`config.mk`:
```
export PLATFORM = sky130hd
export DESIGN_NAME = csr_load_phase_ctrl
export DESIGN_NICKNAME = d
export VERILOG_FILES = /design/src/rtl/csr_load_phase_ctrl.sv
export SDC_FILE = /design/constraint.sdc
export NUM_CORES = 1
export LEC_CHECK = 0
export CORE_UTILIZATION = 30
export CTS_CLUSTER_SIZE = 40
export DETAILED_ROUTE_END_ITERATION = 7
export GPL_TIMING_DRIVEN = 1
export PLACE_DENSITY = 0.79
export SLEW_MARGIN = 5
export SYNTH_ARGS = -nofsm -noshare
export SYNTH_HDL_FRONTEND = slang
export SYNTH_SLANG_ARGS = --single-unit
```
`constraint.sdc`:
```
create_clock -name clk -period 2.5 [get_ports clk]
set_clock_uncertainty 0.05 [all_clocks]
set_input_delay 0.5 -clock clk [delete_from_list [all_inputs] [get_ports clk]]
set_output_delay 0.5 -clock clk [all_outputs]
set_load 0.1 [all_outputs]
```
`src/rtl/csr_load_phase_ctrl.sv`:
```
// ----------------------------------------------------------------------------
// csr_load_phase_ctrl
//
// Phase controller for the CSR sparse-matrix datapath. It owns the ports of
// the value RAM, the column RAM and the row-pointer RAM.
//   LOAD    : a handshaked beat stream is written into the RAMs. Kind-0 beats
//             go to value/column, and kind-1 beats go to the row pointers.
//   COMPUTE : RAM addresses come from the multiply engine, and writes are off.
//   DONE    : the matrix is kept. It can be re-run or replaced.
//
// Ports
//   clk, reset            clock, synchronous active-high reset
//   ld_start              request to load a new matrix (IDLE/DONE only)
//   ld_valid/ld_ready     load beat handshake
//   ld_kind/val/col/last  beat payload
//   eng_vc_addr/row_addr  engine read addresses (used in COMPUTE/DONE)
//   eng_done, eng_rerun   engine pass finished / request another pass
//   eng_start             one-cycle engine start pulse
//   mem_*                 RAM address / write enable / write data
//   nnz_count, row_count  entries stored in each RAM
//   phase                 IDLE=0, LOAD=1, COMPUTE=2, DONE=3 (FSM state)
//   done                  high while phase==DONE
//   err_overflow          sticky: a beat was dropped for lack of capacity
//
// Handshake: a beat transfers in every cycle where ld_valid & ld_ready are
// both high. ld_ready depends only on the phase, never on ld_valid. The write
// for a beat happens in its transfer cycle.
// ----------------------------------------------------------------------------
module csr_load_phase_ctrl #(
    parameter int DATA_W    = 32,
    parameter int ADDR_W    = 14,
    parameter int ROW_W     = 10,
    parameter int NNZ_DEPTH = 16384,
    parameter int ROW_DEPTH = 1024
) (
    input  logic              clk,
    input  logic              reset,
    input  logic              ld_start,
    input  logic              ld_valid,
    output logic              ld_ready,
    input  logic              ld_kind,
    input  logic [DATA_W-1:0] ld_val,
    input  logic [DATA_W-1:0] ld_col,
    input  logic              ld_last,
    input  logic [ADDR_W-1:0] eng_vc_addr,
    input  logic [ROW_W-1:0]  eng_row_addr,
    input  logic              eng_done,
    input  logic              eng_rerun,
    output logic              eng_start,
    output logic [ADDR_W-1:0] mem_vc_addr,
    output logic              mem_vc_we,
    output logic [DATA_W-1:0] mem_val_din,
    output logic [DATA_W-1:0] mem_col_din,
    output logic [ROW_W-1:0]  mem_row_addr,
    output logic              mem_row_we,
    output logic [DATA_W-1:0] mem_row_din,
    output logic [ADDR_W:0]   nnz_count,
    output logic [ROW_W:0]    row_count,
    output logic [1:0]        phase,
    output logic              done,
    output logic              err_overflow
);

    typedef enum logic [1:0] {
        S_IDLE    = 2'd0,
        S_LOAD    = 2'd1,
        S_COMPUTE = 2'd2,
        S_DONE    = 2'd3
    } phase_t;

    localparam logic [ADDR_W:0] NNZ_LIM = (ADDR_W+1)'(NNZ_DEPTH);
    localparam logic [ROW_W:0]  ROW_LIM = (ROW_W+1)'(ROW_DEPTH);

    phase_t            r_phase;
    logic [ADDR_W:0]   r_nnz;
    logic [ROW_W:0]    r_row;
    logic              r_err;
    logic              r_eng_start;

    logic              w_accept;
    logic              w_vc_full;
    logic              w_row_full;
    logic              w_use_counters;

    assign w_accept       = (r_phase == S_LOAD) && ld_valid;
    assign w_vc_full      = (r_nnz == NNZ_LIM);
    assign w_row_full     = (r_row == ROW_LIM);
    assign w_use_counters = (r_phase == S_IDLE) || (r_phase == S_LOAD);

    // A full RAM still accepts its beat, so the stream never stalls. The
    // beat is only not written.
    assign ld_ready     = (r_phase == S_LOAD);
    assign mem_vc_we    = w_accept && !ld_kind && !w_vc_full;
    assign mem_row_we   = w_accept &&  ld_kind && !w_row_full;
    assign mem_vc_addr  = w_use_counters ? r_nnz[ADDR_W-1:0] : eng_vc_addr;
    assign mem_row_addr = w_use_counters ? r_row[ROW_W-1:0]  : eng_row_addr;
    assign mem_val_din  = ld_val;
    assign mem_col_din  = ld_col;
    assign mem_row_din  = ld_val;

    assign eng_start    = r_eng_start;
    assign nnz_count    = r_nnz;
    assign row_count    = r_row;
    assign phase        = r_phase;
    assign done         = (r_phase == S_DONE);
    assign err_overflow = r_err;

    always_ff @(posedge clk) begin
        if (reset) begin
            r_phase     <= S_IDLE;
            r_nnz       <= '0;
            r_row       <= '0;
            r_err       <= 1'b0;
            r_eng_start <= 1'b0;
        end else begin
            r_eng_start <= 1'b0;
            case (r_phase)
                S_IDLE: begin
                    if (ld_start) begin
                        r_phase <= S_LOAD;
                        r_nnz   <= '0;
                        r_row   <= '0;
                        r_err   <= 1'b0;
                    end
                end
                S_LOAD: begin
                    if (ld_valid) begin
                        if (!ld_kind) begin
                            if (w_vc_full) r_err <= 1'b1;
                            else           r_nnz <= r_nnz + 1'b1;
                        end else begin
                            if (w_row_full) r_err <= 1'b1;
                            else            r_row <= r_row + 1'b1;
                        end
                        if (ld_last) begin
                            r_phase     <= S_COMPUTE;
                            r_eng_start <= 1'b1;
                        end
                    end
                end
                S_COMPUTE: begin
                    // eng_done is honoured even in the eng_start cycle.
                    if (eng_done) r_phase <= S_DONE;
                end
                S_DONE: begin
                    // A new load has priority over a re-run.
                    if (ld_start) begin
                        r_phase <= S_LOAD;
                        r_nnz   <= '0;
                        r_row   <= '0;
                        r_err   <= 1'b0;
                    end else if (eng_rerun) begin
                        r_phase     <= S_COMPUTE;
                        r_eng_start <= 1'b1;
                    end
                end
                default: r_phase <= S_IDLE;
            endcase
        end
    end

endmodule

```
Word level (Yosys, flattened, before mapping)
Index checks and enable logic that the tools add are counted.
{"block": "classes", "add_sub_neg": 2, "n_mul": 0, "div": 0, "magnitude_cmp": 0, "eq_ne": 17, "n_shift": 0, "mux": 30, "n_bitwise": 0, "reduce_logical": 16}
{"op": "two-way mux 15 bit", "count": 4}
{"op": "two-way mux 11 bit", "count": 4}
{"op": "case mux 15 bit (2 select lines)", "count": 1}
{"op": "case mux 11 bit (2 select lines)", "count": 1}
{"op": "AND reduction 5 bit", "count": 4}
{"op": "adder 15 x 1 -> 15 bit, second input constant", "count": 1}
{"op": "equality test 15 bit, second input constant", "count": 1}
{"op": "two-way mux 14 bit", "count": 1}
{"op": "two-way mux 2 bit", "count": 6}
{"op": "!= test 2 bit, second input constant", "count": 6}
{"op": "adder 11 x 1 -> 11 bit, second input constant", "count": 1}
{"op": "equality test 11 bit, second input constant", "count": 1}
{"op": "two-way mux 10 bit", "count": 1}
{"op": "two-way mux 1 bit", "count": 9}
{"op": "case mux 2 bit (4 select lines)", "count": 1}
{"op": "!= test 2 x 1 -> 1 bit, second input constant", "count": 3}
{"op": "logical AND 1 bit", "count": 5}
{"op": "equality test 2 bit, second input constant", "count": 2}
{"op": "case mux 1 bit (2 select lines)", "count": 2}
{"op": "zero test 1 bit", "count": 3}
{"op": "!= test 3 x 1 -> 1 bit, second input constant", "count": 1}
{"op": "!= test 3 x 2 -> 1 bit, second input constant", "count": 1}
{"op": "!= test 3 bit, second input constant", "count": 1}
{"op": "equality test 2 x 1 -> 1 bit, second input constant", "count": 1}
{"op": "4 further kinds", "count": 4}
{"block": "totals", "regBits": 30, "latch_bits": 0, "mem_bits_rw": 0, "mem_bits_ro": 0, "wordCells": 70, "mem_count": 0}

Longest topological paths before layout
{"block": "logic_depth", "word_depth": 5, "depth_mapped": 8}

Least setup slack after synthesis
No wires, ideal clock.
{"block": "synth_timing", "kind": "flip-flop to output port", "start": "reg r_phase[0] (netlist: phase[0])", "end": "out mem_row_addr[0]", "arrival_ns": 4.838, "required_ns": 1.950, "setup_slack_ns": -2.888, "path_stages_with_launch": 6, "n_path_buf": 2, "path_cell_list": "dfxtp_1 > ha_1 > buf_1 > nor2_1 > clkbuf_1 > o21ai_0"}
{"block": "synth_via", "elab_chain_cells": 3, "elab_cells_between_ends": 4, "cone_classes": "eq/ne (1); mux (1); reduce/logical (2)"}
{"element": "start: declaration", "line": "74", "text": "phase_t r_phase;"}
{"element": "start signal: assignment", "line": "110", "text": "r_phase <= S_IDLE;"}
{"element": "start signal: assignment", "line": "120", "text": "r_phase <= S_LOAD;"}
{"element": "start signal: assignment", "line": "136", "text": "r_phase <= S_COMPUTE;"}
{"element": "equality test 2 x 1 -> 1 bit"}
{"element": "via ld_ready", "line": "40", "text": "output logic ld_ready,"}
{"element": "logical OR 1 bit", "line": "88", "text": "assign w_use_counters = (r_phase == S_IDLE) || (r_phase == S_LOAD);"}
{"element": "two-way mux 10 bit", "line": "96", "text": "assign mem_row_addr = w_use_counters ? r_row[ROW_W-1:0] : eng_row_addr;"}
{"element": "end: declaration", "line": "54", "text": "output logic [ROW_W-1:0] mem_row_addr,"}
The timed path passes the listed nets, and every way through them passes these cells.

Worst setup path in the final report
{"block": "layout_timing", "start": "reg r_phase[0] (netlist: phase[0])", "end": "out mem_vc_addr[3]"}
{"block": "layout_via", "elab_chain_cells": 3, "elab_cells_between_ends": 4, "cone_classes": "eq/ne (1); mux (1); reduce/logical (2)"}
{"element": "equality test 2 x 1 -> 1 bit or zero test 2 bit (tied branches)", "line": "88"}
{"element": "logical OR 1 bit *", "line": "88"}
{"element": "two-way mux 14 bit *", "line": "95", "text": "assign mem_vc_addr = w_use_counters ? r_nnz[ADDR_W-1:0] : eng_vc_addr;"}
{"element": "end: declaration", "line": "50", "text": "output logic [ADDR_W-1:0] mem_vc_addr,"}
Every way passes the cells marked *; elsewhere a longest branch is shown, timed or not.

==> out/qor.csv <==
metric,value,unit
run status,finished clean,
fmax,413,MHz
CTS max path bufs,2,
Pins Over Slew Limit,0,
HP Class,reg2reg,
CTS tree,yes,
Initial DRC Count,175,
HPWL Detailed,5750,um
dpl ws,0.0641,ns
Setup-failing EPs final,0,
"Clk Latency, worst-skew pair",0.29,ns
Die W,101,um
gr usage total,0.147,
setup TNS,0,ns
Worst setup EP type,output port,
Synth Register Bits,30,
die area,10200,um2
Final Hold Fails,0,
"commonest non-fill, non-tap cells in the layout","nand2_1, buf_4, clkdlybuf4s50_1",
Diodes inserted,0,
RSZ-0062 raised after global routing,no,
pin count of the biggest net entering global routing,45,
Cells after Synth,387,
number of enable flip-flop cells after synthesis,0,
PortBufs,89,
row count,35,
Placeable Area,9370,um2
"antenna viol nets, final",0,
CTS buffer count,5,
global-route wire length before repair,12000,um
Least-Margin Pin Slew,0.558,ns
Tcrit/Tclk final,0.968,
Final Power,4.73,mW
initial antenna violation count,0,
die height,101,um
Crit Path Category,reg2out,
DR vias/cell,5.25,
net count after synthesis,492,
area grow syn2layout,30.4,%
DR DRC count,0,
PnR worst setup slack,0.0802,ns
"Net count, final",481,
Synth warnings,0,
RD Place Congestion,0.908,
max_slew headroom,0.628,
number of global-route vias before repair,2475,
Setup crit start kind,flip-flop,
WHS Path Cells,2,
share of cells above drive strength 1,0.374,
arrival time of the worst setup path,1.87,ns
FF-to-FF path depth,7,
drt pass-1 iters,5,
Post-synth ARST share,0,
pwr dens,1230,nW/um2
filler cell count,936,
Routed WL,7720,um
worst endpoint required time,1.95,ns
clock slew at reported path FFs,0.07,ns
Syn Area/Cell,7.63,um2
peak supply drop,893,uV
I/O Pins,250,
most used flip-flop cell after synthesis,dfxtp_1,
Clock Tree Root,clkbuf_8,
Starting Density,0.315,
Finished Layout Cells,506,
sequential-to-total area share from yosys stat,0.203,
grt total ovfl,0,
DR vias,2656,
H-tree depth,2,
max_cap viols,0,
placed cell count,495,
crit path max fanout,8,
LEAKAGE,1.42,nW
drt wl/cell,15.3,um
mapped cell area,2950,um2
minimum clock period,2.42,ns
CTS Sinks,30,
post-synth cell types,49,
sequential cells by signal (all words and copies together) (netlist names):
signal / flops
nnz_count: 15
row_count: 11
phase: 2
eng_start: 1
err_overflow: 1
timing repair:
action                     in CTS  in global routing
buffers inserted                0                  1
cloned                          0                  2
pin swaps                       0                  1
hold buffers                    0                  0
setup endpoints to repair       6                 10
gates resized for setup         2                  2
where the power goes:
| group | leakage [nW] | switching [mW] | internal (mW) |
|---|---|---|---|
| clock network | 0.0515 | 0.207 | 0.222 |
| logic | 1.11 | 2.39 | 1.35 |
| registers | 0.257 | 0.0471 | 0.510 |
| total | 1.42 | 2.64 | 2.09 |
stage by stage:
| stage | instance area, um2 | hold WS (ns) | util |
|---|---|---|---|
| floorplan | 3230 | 0.575 | - |
| global route | 3850 | 0.474 | 0.411 |
| finish | 3850 | 0.447 | 0.411 |
| global placement | 3690 | 0.429 | 0.394 |
| detailed placement | 3690 | 0.442 | 0.394 |
| CTS | 3790 | 0.451 | 0.405 |
per-layer routing:
| layer | GRT usage | up-vias | wire length [um] |
|---|---|---|---|
| li1 | - | 1242 | - |
| met1 | 0.189 | 1243 | 3250 |
| met2 | 0.229 | 146 | 3590 |
| met3 | 0.0386 | 25 | 740 |
| met4 | 0.0680 | 0 | 144 |
| met5 | 0 | - | 0 |
layout make-up:
cell class	count	area (um2)	share of cell area
multi-input cells	224	1680	0.437
repair buffers	99	1200	0.312
flip-flops and latches	30	646	0.168
well taps	129	161	0.0419
clock buffers	6	82.6	0.0215
inverters	16	67.6	0.0176
clock inverters	2	11.3	0.00293
cell families (layout without fill, tap and decap cells):
logic type,after synthesis,after routing,share of synthesized area
compound gates,64,64,0.150
fa+ha+maj,9,9,0.0382
buf+inv,133,123,0.295
flops,30,30,0.203
mux,18,18,0.0678
simple gates,133,133,0.245
cells in the mapped netlist, types with 4 or more instances:
library cell / n / area, um2
clkbuf_1: 16 / 60.1
ha_1: 9 / 113
and2_1: 4 / 25.0
nor4_1: 4 / 25.0
mux2_2: 16 / 180
nand3_1: 16 / 80.1
nor3_1: 8 / 40.0
a31oi_1: 6 / 37.5
a21oi_1: 13 / 65.1
nor4b_1: 5 / 43.8
inv_1: 16 / 60.1
nand2_1: 37 / 139
nor2b_1: 5 / 31.3
nand4b_1: 5 / 43.8
nand3b_1: 5 / 37.5
nor3b_1: 8 / 60.1
and3_1: 5 / 31.3
dfxtp_1: 30 / 601
o21ai_0: 16 / 80.1
buf_4: 99 / 743
nor2_1: 18 / 67.6
o311ai_0: 5 / 43.8
worst paths after layout:
path                 from              to  slack, ns
max              phase[0]  mem_vc_addr[3]       0.08
min reg2reg  err_overflow    err_overflow       0.45
max reg2reg  nnz_count[0]    nnz_count[4]       0.34
min          err_overflow    err_overflow       0.45
worst max-delay path, cell delays in order, from the launching register on:
cell and delay, ns:
dfxtp_4 0.39, inv_1 0.13, ha_4 0.21, nor2_4 0.14
buf_8 0.17, mux2_2 0.37, buf_12 0.17
(Power assumes the default switching activity.)
